## config.mk

```make
export PLATFORM = sky130hd
export DESIGN_NAME = inst_fetch
export DESIGN_NICKNAME = d
export VERILOG_FILES = /design/src/rtl/mips_pkg.sv /design/src/rtl/next_pc_sel.sv /design/src/rtl/inst_fetch.sv
export SDC_FILE = /design/constraint.sdc
export NUM_CORES = 1
export LEC_CHECK = 0
export CORE_MARGIN = 4
export CORE_UTILIZATION = 48
export CTS_BUF_LIST = sky130_fd_sc_hd__clkbuf_16
export CTS_CLUSTER_DIAMETER = 80
export DETAILED_ROUTE_END_ITERATION = 10
export HOLD_SLACK_MARGIN = 0.02
export PLACE_DENSITY = 0.81
export SYNTH_ARGS = -nofsm -noshare
export SYNTH_HDL_FRONTEND = slang
export SYNTH_SLANG_ARGS = --single-unit
export TNS_END_PERCENT = 30
```

## constraint.sdc

```tcl
create_clock -name clk -period 4.33 [get_ports clk]
set_clock_uncertainty 0.2 [all_clocks]
set_input_delay 0.866 -clock clk [delete_from_list [all_inputs] [get_ports clk]]
set_output_delay 0.866 -clock clk [all_outputs]
set_load 0.01 [all_outputs]
```

## src/rtl/mips_pkg.sv

```systemverilog
// Shared MIPS core definitions: fetch FSM states, primary opcodes and
// instruction field positions used by the fetch stage and its next-PC mux.
package mips_pkg;

    typedef enum logic [1:0] {
        ST_RST,
        ST_FETCH,
        ST_HOLD,
        ST_ERR
    } fetch_state_t;

    localparam logic [5:0] OP_R    = 6'h00;
    localparam logic [5:0] OP_J    = 6'h02;
    localparam logic [5:0] OP_JAL  = 6'h03;
    localparam logic [5:0] OP_BEQ  = 6'h04;
    localparam logic [5:0] OP_BNE  = 6'h05;
    localparam logic [5:0] OP_COP1 = 6'h11;

    localparam int IMM16_MSB    = 15;
    localparam int IMM16_LSB    = 0;
    localparam int TARGET26_MSB = 25;
    localparam int TARGET26_LSB = 0;
    localparam int TF_BIT       = 16;

    // Branch displacement in bytes: sign-extended word offset.
    function automatic logic [31:0] branch_offset(input logic [15:0] imm);
        return {{14{imm[15]}}, imm, 2'b00};
    endfunction

endpackage

```

## src/rtl/next_pc_sel.sv

```systemverilog
// Next-PC priority mux: jr > j/jal > taken branch > sequential.
// Purely combinational; only the low 26 instruction bits carry target fields.
module next_pc_sel
    import mips_pkg::*;
(
    input  logic [31:0] pc_plus4,
    input  logic [25:0] inst_field,
    input  logic        jump,
    input  logic        jal,
    input  logic        jr,
    input  logic        branch,
    input  logic        nequal,
    input  logic        bclt,
    input  logic        zero,
    input  logic        fp_cond,
    input  logic [31:0] jr_target,
    output logic [31:0] next_pc
);

    logic taken;

    assign taken = (branch & (zero ^ nequal)) | (bclt & (fp_cond == inst_field[TF_BIT]));

    always_comb begin
        // NOTE: default assignment first so no path leaves next_pc unassigned (no latch).
        next_pc = pc_plus4;
        if (jr) begin
            next_pc = jr_target;
        end else if (jump | jal) begin
            next_pc = {pc_plus4[31:28], inst_field[TARGET26_MSB:TARGET26_LSB], 2'b00};
        end else if (taken) begin
            next_pc = pc_plus4 + branch_offset(inst_field[IMM16_MSB:IMM16_LSB]);
        end
    end

endmodule

```

## src/rtl/inst_fetch.sv

```systemverilog
// Instruction fetch stage: owns the PC, handshakes with imem, holds the word until retire.
// Define FETCH_MISALIGN_EN to trap misaligned next-PC values instead of masking them.
module inst_fetch
    import mips_pkg::*;
#(
    parameter logic [31:0] RESET_PC    = 32'h0000_0000,
    parameter int          ACK_TIMEOUT = 15
) (
    input  logic        clk,
    input  logic        rst,
    output logic        imem_req,
    output logic [31:0] imem_addr,
    input  logic        imem_ack,
    input  logic [31:0] imem_rdata,
    output logic [31:0] inst,
    output logic        inst_valid,
    output logic [31:0] pc_out,
    output logic [31:0] pc_plus4,
    input  logic        retire,
    input  logic        jump,
    input  logic        jal,
    input  logic        jr,
    input  logic        branch,
    input  logic        nequal,
    input  logic        bclt,
    input  logic        zero,
    input  logic        fp_cond,
    input  logic [31:0] jr_target,
    output logic        fetch_err
);

    localparam int CNT_W = $clog2(ACK_TIMEOUT + 1);

    fetch_state_t     state;
    logic [31:0]      pc;
    logic [CNT_W-1:0] wait_cnt;
    logic [31:0]      next_pc;

    assign imem_addr = pc;
    assign pc_plus4  = pc_out + 32'd4;

    next_pc_sel u_next_pc_sel (
        .pc_plus4   (pc_plus4),
        .inst_field (inst[25:0]),
        .jump       (jump),
        .jal        (jal),
        .jr         (jr),
        .branch     (branch),
        .nequal     (nequal),
        .bclt       (bclt),
        .zero       (zero),
        .fp_cond    (fp_cond),
        .jr_target  (jr_target),
        .next_pc    (next_pc)
    );

    // NOTE: non-blocking assignments so every register updates from the same pre-edge values.
    always_ff @(posedge clk or posedge rst) begin
        if (rst) begin
            state      <= ST_RST;
            pc         <= RESET_PC;
            wait_cnt   <= '0;
            imem_req   <= 1'b0;
            inst       <= 32'h0;
            inst_valid <= 1'b0;
            pc_out     <= RESET_PC;
            fetch_err  <= 1'b0;
        end else begin
            case (state)
                ST_RST: begin
                    state    <= ST_FETCH;
                    imem_req <= 1'b1;
                end
                ST_FETCH: begin
                    if (imem_ack) begin
                        inst       <= imem_rdata;
                        pc_out     <= pc;
                        inst_valid <= 1'b1;
                        imem_req   <= 1'b0;
                        state      <= ST_HOLD;
                    end else if (wait_cnt == CNT_W'(ACK_TIMEOUT - 1)) begin
                        fetch_err <= 1'b1;
                        imem_req  <= 1'b0;
                        state     <= ST_ERR;
                    end else begin
                        wait_cnt <= wait_cnt + CNT_W'(1);
                    end
                end
                ST_HOLD: begin
                    if (retire) begin
                        inst_valid <= 1'b0;
                        wait_cnt   <= '0;
`ifdef FETCH_MISALIGN_EN
                        if (next_pc[1:0] != 2'b00) begin
                            fetch_err <= 1'b1;
                            state     <= ST_ERR;
                        end else begin
                            pc       <= next_pc;
                            imem_req <= 1'b1;
                            state    <= ST_FETCH;
                        end
`else
                        pc       <= next_pc & ~32'h3;
                        imem_req <= 1'b1;
                        state    <= ST_FETCH;
`endif
                    end
                end
                ST_ERR: begin
                    state <= ST_ERR;
                end
                default: begin
                    state <= ST_ERR;
                end
            endcase
        end
    end

endmodule

```

After elaboration in Yosys (flattened, before gate mapping) --
Index checks and enable logic that the tools add are counted.
Storage, ports and cells: bits of input ports 76, flip-flop bits (word level) 101, output and inout port bits 131
Operators by class: reduce and logical (&&, ||, !) cells 10, multiplexer cells 18, equality and inequality tests 10, bitwise gates (word level) 6, add/sub/neg operators 3
Operator list (count):
- 32-bit two-way mux | 3
- 32-bit by 3-bit adder with 32-bit output, second input constant | 1
- 32-bit adder | 1
- 4-bit two-way mux | 3
- 3-bit AND reduction | 3
- 2-bit != test, second input constant | 4
- 2-bit case mux with 4 select lines | 1
- 4-bit case mux with 2 select lines | 1
- 2-bit two-way mux | 3
- 2-bit AND reduction | 3
- 1-bit two-way mux | 5
- 4-bit by 1-bit adder with 4-bit output, second input constant | 1
- 2-bit == test, second input constant | 2
- 4-bit == test, second input constant | 1
- 4-bit AND reduction | 1
- 3-bit != test, second input constant | 1
- 1-bit case mux with 3 select lines | 1
- 3-bit nonzero test | 1
- 1-bit AND | 2
- 2-bit by 1-bit == test with 1-bit output, second input constant | 1
- 2-bit logical NOT | 1
- 1-bit bitwise OR | 2
- 1-bit case mux with 2 select lines | 1
- 2-bit nonzero test | 1
- other kinds (3) | 3

Logic depth before layout (Yosys ltp) --
word-level depth 6, mapped depth 17

Cells and area by module --
Synthesis repeated with hierarchy kept, for this count alone.
Unflattened totals: cell total of the unflattened synthesis 743, area, all modules 7141.8 µm²
By module, submodules not included:
- inst_fetch | cells each 332, times used 1, area each 4579.4 µm², seq. area each 2527.4 µm²
- next_pc_sel | cells each 411, times used 1, area each 2562.5 µm², seq. area each 0.0 µm²

Least setup slack after synthesis --
No wires, ideal clock.
kind register -> register, from reg pc_out[2], to reg pc[27], in the netlist imem_addr[27], stages on the path, launching flop included 18, path slack 409 ps, setup time 124 ps, path buffers 2, data required time 4006 ps, arrival time 3597 ps, path through dfrtp_1 -> ha_1 -> nand3_1 -> or3_1 -> buf_6 -> nor2_2 -> xor2_1 -> ha_1 -> clkbuf_1 -> a21oi_1 -> o21ai_0 -> o32ai_1 -> a31oi_1 -> a311oi_1 -> xor2_1 -> o21ai_1 -> nand2_1 -> nand3_1
Between the ends: longest elaborated chain between the ends 5
RTL lines:
- from (decl) | line inst_fetch.sv:17 | output logic [31:0] pc_out,
- from (signal assigned) | line inst_fetch.sv:77 | pc_out <= pc;
- 32-bit by 3-bit adder with 32-bit output | line inst_fetch.sv:40 | assign pc_plus4 = pc_out + 32'd4;
- named net pc_plus4[22] | line inst_fetch.sv:18 | output logic [31:0] pc_plus4,
- 32-bit adder | line next_pc_sel.sv:32 | next_pc = pc_plus4 + branch_offset(inst_field[IMM16_MSB:IMM16_LSB]);
- 32-bit two-way mux | line next_pc_sel.sv:31 | end else if (taken) begin
- 32-bit two-way mux | line next_pc_sel.sv:29 | end else if (jump | jal) begin
- 32-bit two-way mux | line next_pc_sel.sv:27 | if (jr) begin
- to (signal assigned) | line inst_fetch.sv:103 | pc <= next_pc & ~32'h3;
- to (decl) | line inst_fetch.sv:35 | logic [31:0] pc;
The timed path passes the listed nets, and every way through them passes these cells. A chain may end at the register's enable or synchronous reset.

Worst setup path after layout --
from reg pc_out[5], to out pc_plus4[31]
Between the ends: longest elaborated chain between the ends 1
RTL lines (line):
- 32-bit by 3-bit adder with 32-bit output | inst_fetch.sv:40
- to (decl) | inst_fetch.sv:18
No other way between the ends.

==> flow_metrics.py <==
metrics = {
    "cts": {
        "path_clk_slew_ps": 70,
        "holdBufCountCts": 0,
        "clockBufferDepth": 2,
        "cts_tree": "built",
        "clk_latency_ps": 360,
        "cts_root_buf": "clkbuf_16",
        "cts_buffers": 9,
        "cts-resized-gates": 0,
        "post-cts-setup-buffers": 0,
        "cts.htree.levels": 3,
        "clock-sinks": 101,
    },
    "synth": {
        "yosysSeqAreaShare": 0.369,
        "syn_avg_cell_area_um2": 9.42,
        "ys_async_sr_fraction": 1.00,
        "synth_warnings": 0,
        "synth_edf_count": 0,
        "synthDistinctLibCells": 74,
        "synth_ff_type": "dfrtp_1",
        "syn_inst": 728,
        "synthesis.area_um2": 6860,
        "ys_ff_latch": 101,
    },
    "timing": {
        "finalCriticalPeriod_ps": 4140,
        "tightest_slew_ps": 921,
        "report.final.slew_viol_count": 0,
        "finalSetupViolations": 0,
        "whs_ps": 273,
        "hold_viol": 0,
        "rsz0062_at_grt": "true",
        "relSlewSlack": 0.384,
        "timing.final.crit_share": 0.957,
        "fin_tns_setup_ps": 0,
        "fmax_mhz": 241,
    },
    "cells_and_area": {
        "area_growth_pct": 37.9,
        "layout-drive-gt1-share": 0.140,
        "multiInputGateArea_um2": 4130,
        "nFillCells": 1122,
        "final_cells": 1118,
        "n_antenna_cell": 0,
        "nNetsFinal": 1048,
        "ff_latch_area_um2": 2530,
    },
    "critical_path": {
        "slowest_delay_ps": 620,
        "worstPathMaxFanout": 5,
        "start_kind": "register",
        "worstPathCellList": "and3_2 > nand4_1 > nor4_4 > nand4_1 > xnor2_1 > clkdlybuf4s50_1",
        "slowest_stage": "clkdlybuf4s50_1",
        "crit_type": "register to primary output",
        "arrival_ps": 3080,
        "end_kind": "primary output",
        "crit_path_frequent_cell": "nand4_1",
        "critPathRequiredTime_ps": 3260,
    },
    "pwr": {
        "powerDensity_nw_per_um2": 742,
        "ir_worst_vdd_mv": 0.427,
        "p_leak_nw": 4.17,
        "p_total_mw": 7.02,
    },
    "route": {
        "ant_nets": 0,
        "firstDrtPassIters": 7,
        "via_per_inst": 5.82,
        "routed-via-count": 6511,
        "drt_wl_total_um": 22300,
        "drt_iter0_drc": 519,
        "drc": 0,
        "avgRoutedWirePerCell_um": 19.9,
    },
    "placed_design": {
        "routabilityCongestion": 0.925,
        "port_buffers": 198,
        "hpwl_um": 16600,
        "place_inst": 1102,
    },
    "floorplan": {
        "ioPinCount": 207,
        "die-area_um2": 16300,
        "rows": 43,
        "core_um2": 13900,
        "die_h_um": 128,
        "initial_core_util": 0.492,
        "die_width_um": 128,
    },
    "global_routing": {
        "grt_pass1_vias": 6547,
        "overflow": 0,
        "grt_pass1_wl_um": 35300,
        "grt_max_degree": 53,
        "track_usage": 0.276,
        "antenna_found_initial": 0,
    },
    "outcome": {
        "status": "finished, final reports clean",
    },
    "hold_path": {
        "hold_path.class": "register to register",
    },
    "run": {
        "cap_violations": 0,
    },
}
==> per-stage QoR <==
stage	utilization	instance area, µm²	setup slack, ps
floorplan	-	6880	409
global placement	0.656	9150	281
detailed placement	0.656	9150	197
CTS	0.678	9440	183
global route	0.679	9460	1.34
finish	0.679	9460	186
==> layout make-up <==
class | count | share of cell area
inverters | 18 | 0.00741
multi-input cells | 578 | 0.437
clock buffers | 9 | 0.0238
well taps | 180 | 0.0238
repair buffers | 225 | 0.233
flip-flops and latches | 101 | 0.267
clock inverters | 7 | 0.00767
==> layer usage <==
| layer | global-route usage | routed length, µm | vias to the layer above |
|---|---|---|---|
| li1 | - | - | 3043 |
| met1 | 0.369 | 9270 | 3139 |
| met2 | 0.434 | 10400 | 294 |
| met3 | 0.0727 | 2130 | 35 |
| met4 | 0.0978 | 547 | 0 |
| met5 | 0 | 0 | - |
==> sequential cells by signal, indices dropped and copies added, names as in the netlist <==
name and flops:
imem_req 1, imem_addr 30, inst_valid 1, state 2, inst 32, pc_out 30
fetch_err 1, wait_cnt 4
==> final timing paths <==
kind / cells past startpoint / startpoint / slack (ps) / endpoint
setup / recovery: 6 / pc_out[5] / 190 / pc_plus4[31]
hold / removal: 1 / fetch_err / 270 / fetch_err
setup reg to reg: 15 / pc_out[5] / 240 / imem_addr[31]
hold reg to reg: 1 / fetch_err / 270 / fetch_err
max in group asynchronous: 3 / rst / 2460 / imem_addr[17]
min in group asynchronous: 2 / rst / 740 / inst[30]
==> cell usage after synthesis (all sizes together), types with 2 or more instances <==
cell type	count	area (µm²)
nor3b	4	30.0
xor2	20	175
nor2b	7	43.8
a31oi	9	62.6
a21boi	2	15.0
or3	2	12.5
clkbuf	28	105
o21bai	5	37.5
dfrtp	101	2530
nand3	24	133
o31ai	5	37.5
nand3b	4	30.0
nand2	75	282
a211oi	9	67.6
a311oi	7	61.3
a221oi	3	32.5
and2	2	12.5
inv	18	67.6
mux2i	2	20.0
ha	38	475
buf	8	61.3
o21ai	42	210
nand4	10	90.1
o211ai	5	37.5
mux2	62	698
a21o	15	113
nor2	57	233
o21a	7	52.6
a41oi	2	17.5
and3	12	76.3
a22oi	4	30.0
nor3	14	75.1
o2111ai	2	17.5
xnor2	35	329
and4	5	46.3
a22o	3	26.3
a21oi	58	290
==> where the power goes <==
part	internal (mW)	total (mW)	switching [mW]	leakage (nW)
clock network	0.452	0.840	0.388	0.148
logic	2.20	4.29	2.09	2.76
registers	1.36	1.89	0.525	1.27
==> worst max-delay path, delay by kind of cell (launching register included) <==
family	cells	cell delay [ps]
AND/OR/NAND/NOR	4	1280
XOR/XNOR	1	390
flip-flops	1	430
buffers and inverters	1	620
==> placed cells by master (no fill, tap or decap), drive strengths merged, types with 10 or more instances in the layout <==
| cell type | netlist | routed |
|---|---|---|
| dfrtp | 101 | 101 |
| a21o | 15 | 15 |
| clkdlybuf4s50 | 0 | 197 |
| nand3 | 24 | 24 |
| xor2 | 20 | 20 |
| nand2 | 75 | 75 |
| o21ai | 42 | 42 |
| and3 | 12 | 12 |
| a21oi | 58 | 58 |
| ha | 38 | 38 |
| inv | 18 | 22 |
| nand4 | 10 | 10 |
| nor3 | 14 | 14 |
| xnor2 | 35 | 35 |
| buf | 8 | 28 |
| nor2 | 57 | 57 |
| mux2 | 62 | 62 |
==> cells by family (layout without fill, tap and decap cells) <==
| family | Yosys count | in the layout | share of synthesized area |
|---|---|---|---|
| AO/OA/AOI/OAI | 192 | 192 | 0.182 |
| adder cells (fa/ha/maj) | 39 | 39 | 0.0723 |
| multiplexers | 64 | 64 | 0.105 |
| XOR/XNOR | 55 | 55 | 0.0735 |
| AND/OR/NAND/NOR | 222 | 222 | 0.164 |
| other | 1 | 6 | 0.000547 |
| flip-flops | 101 | 101 | 0.369 |
| buffers and inverters | 54 | 259 | 0.0341 |
Note: power is estimated with default switching activity, not from simulation.
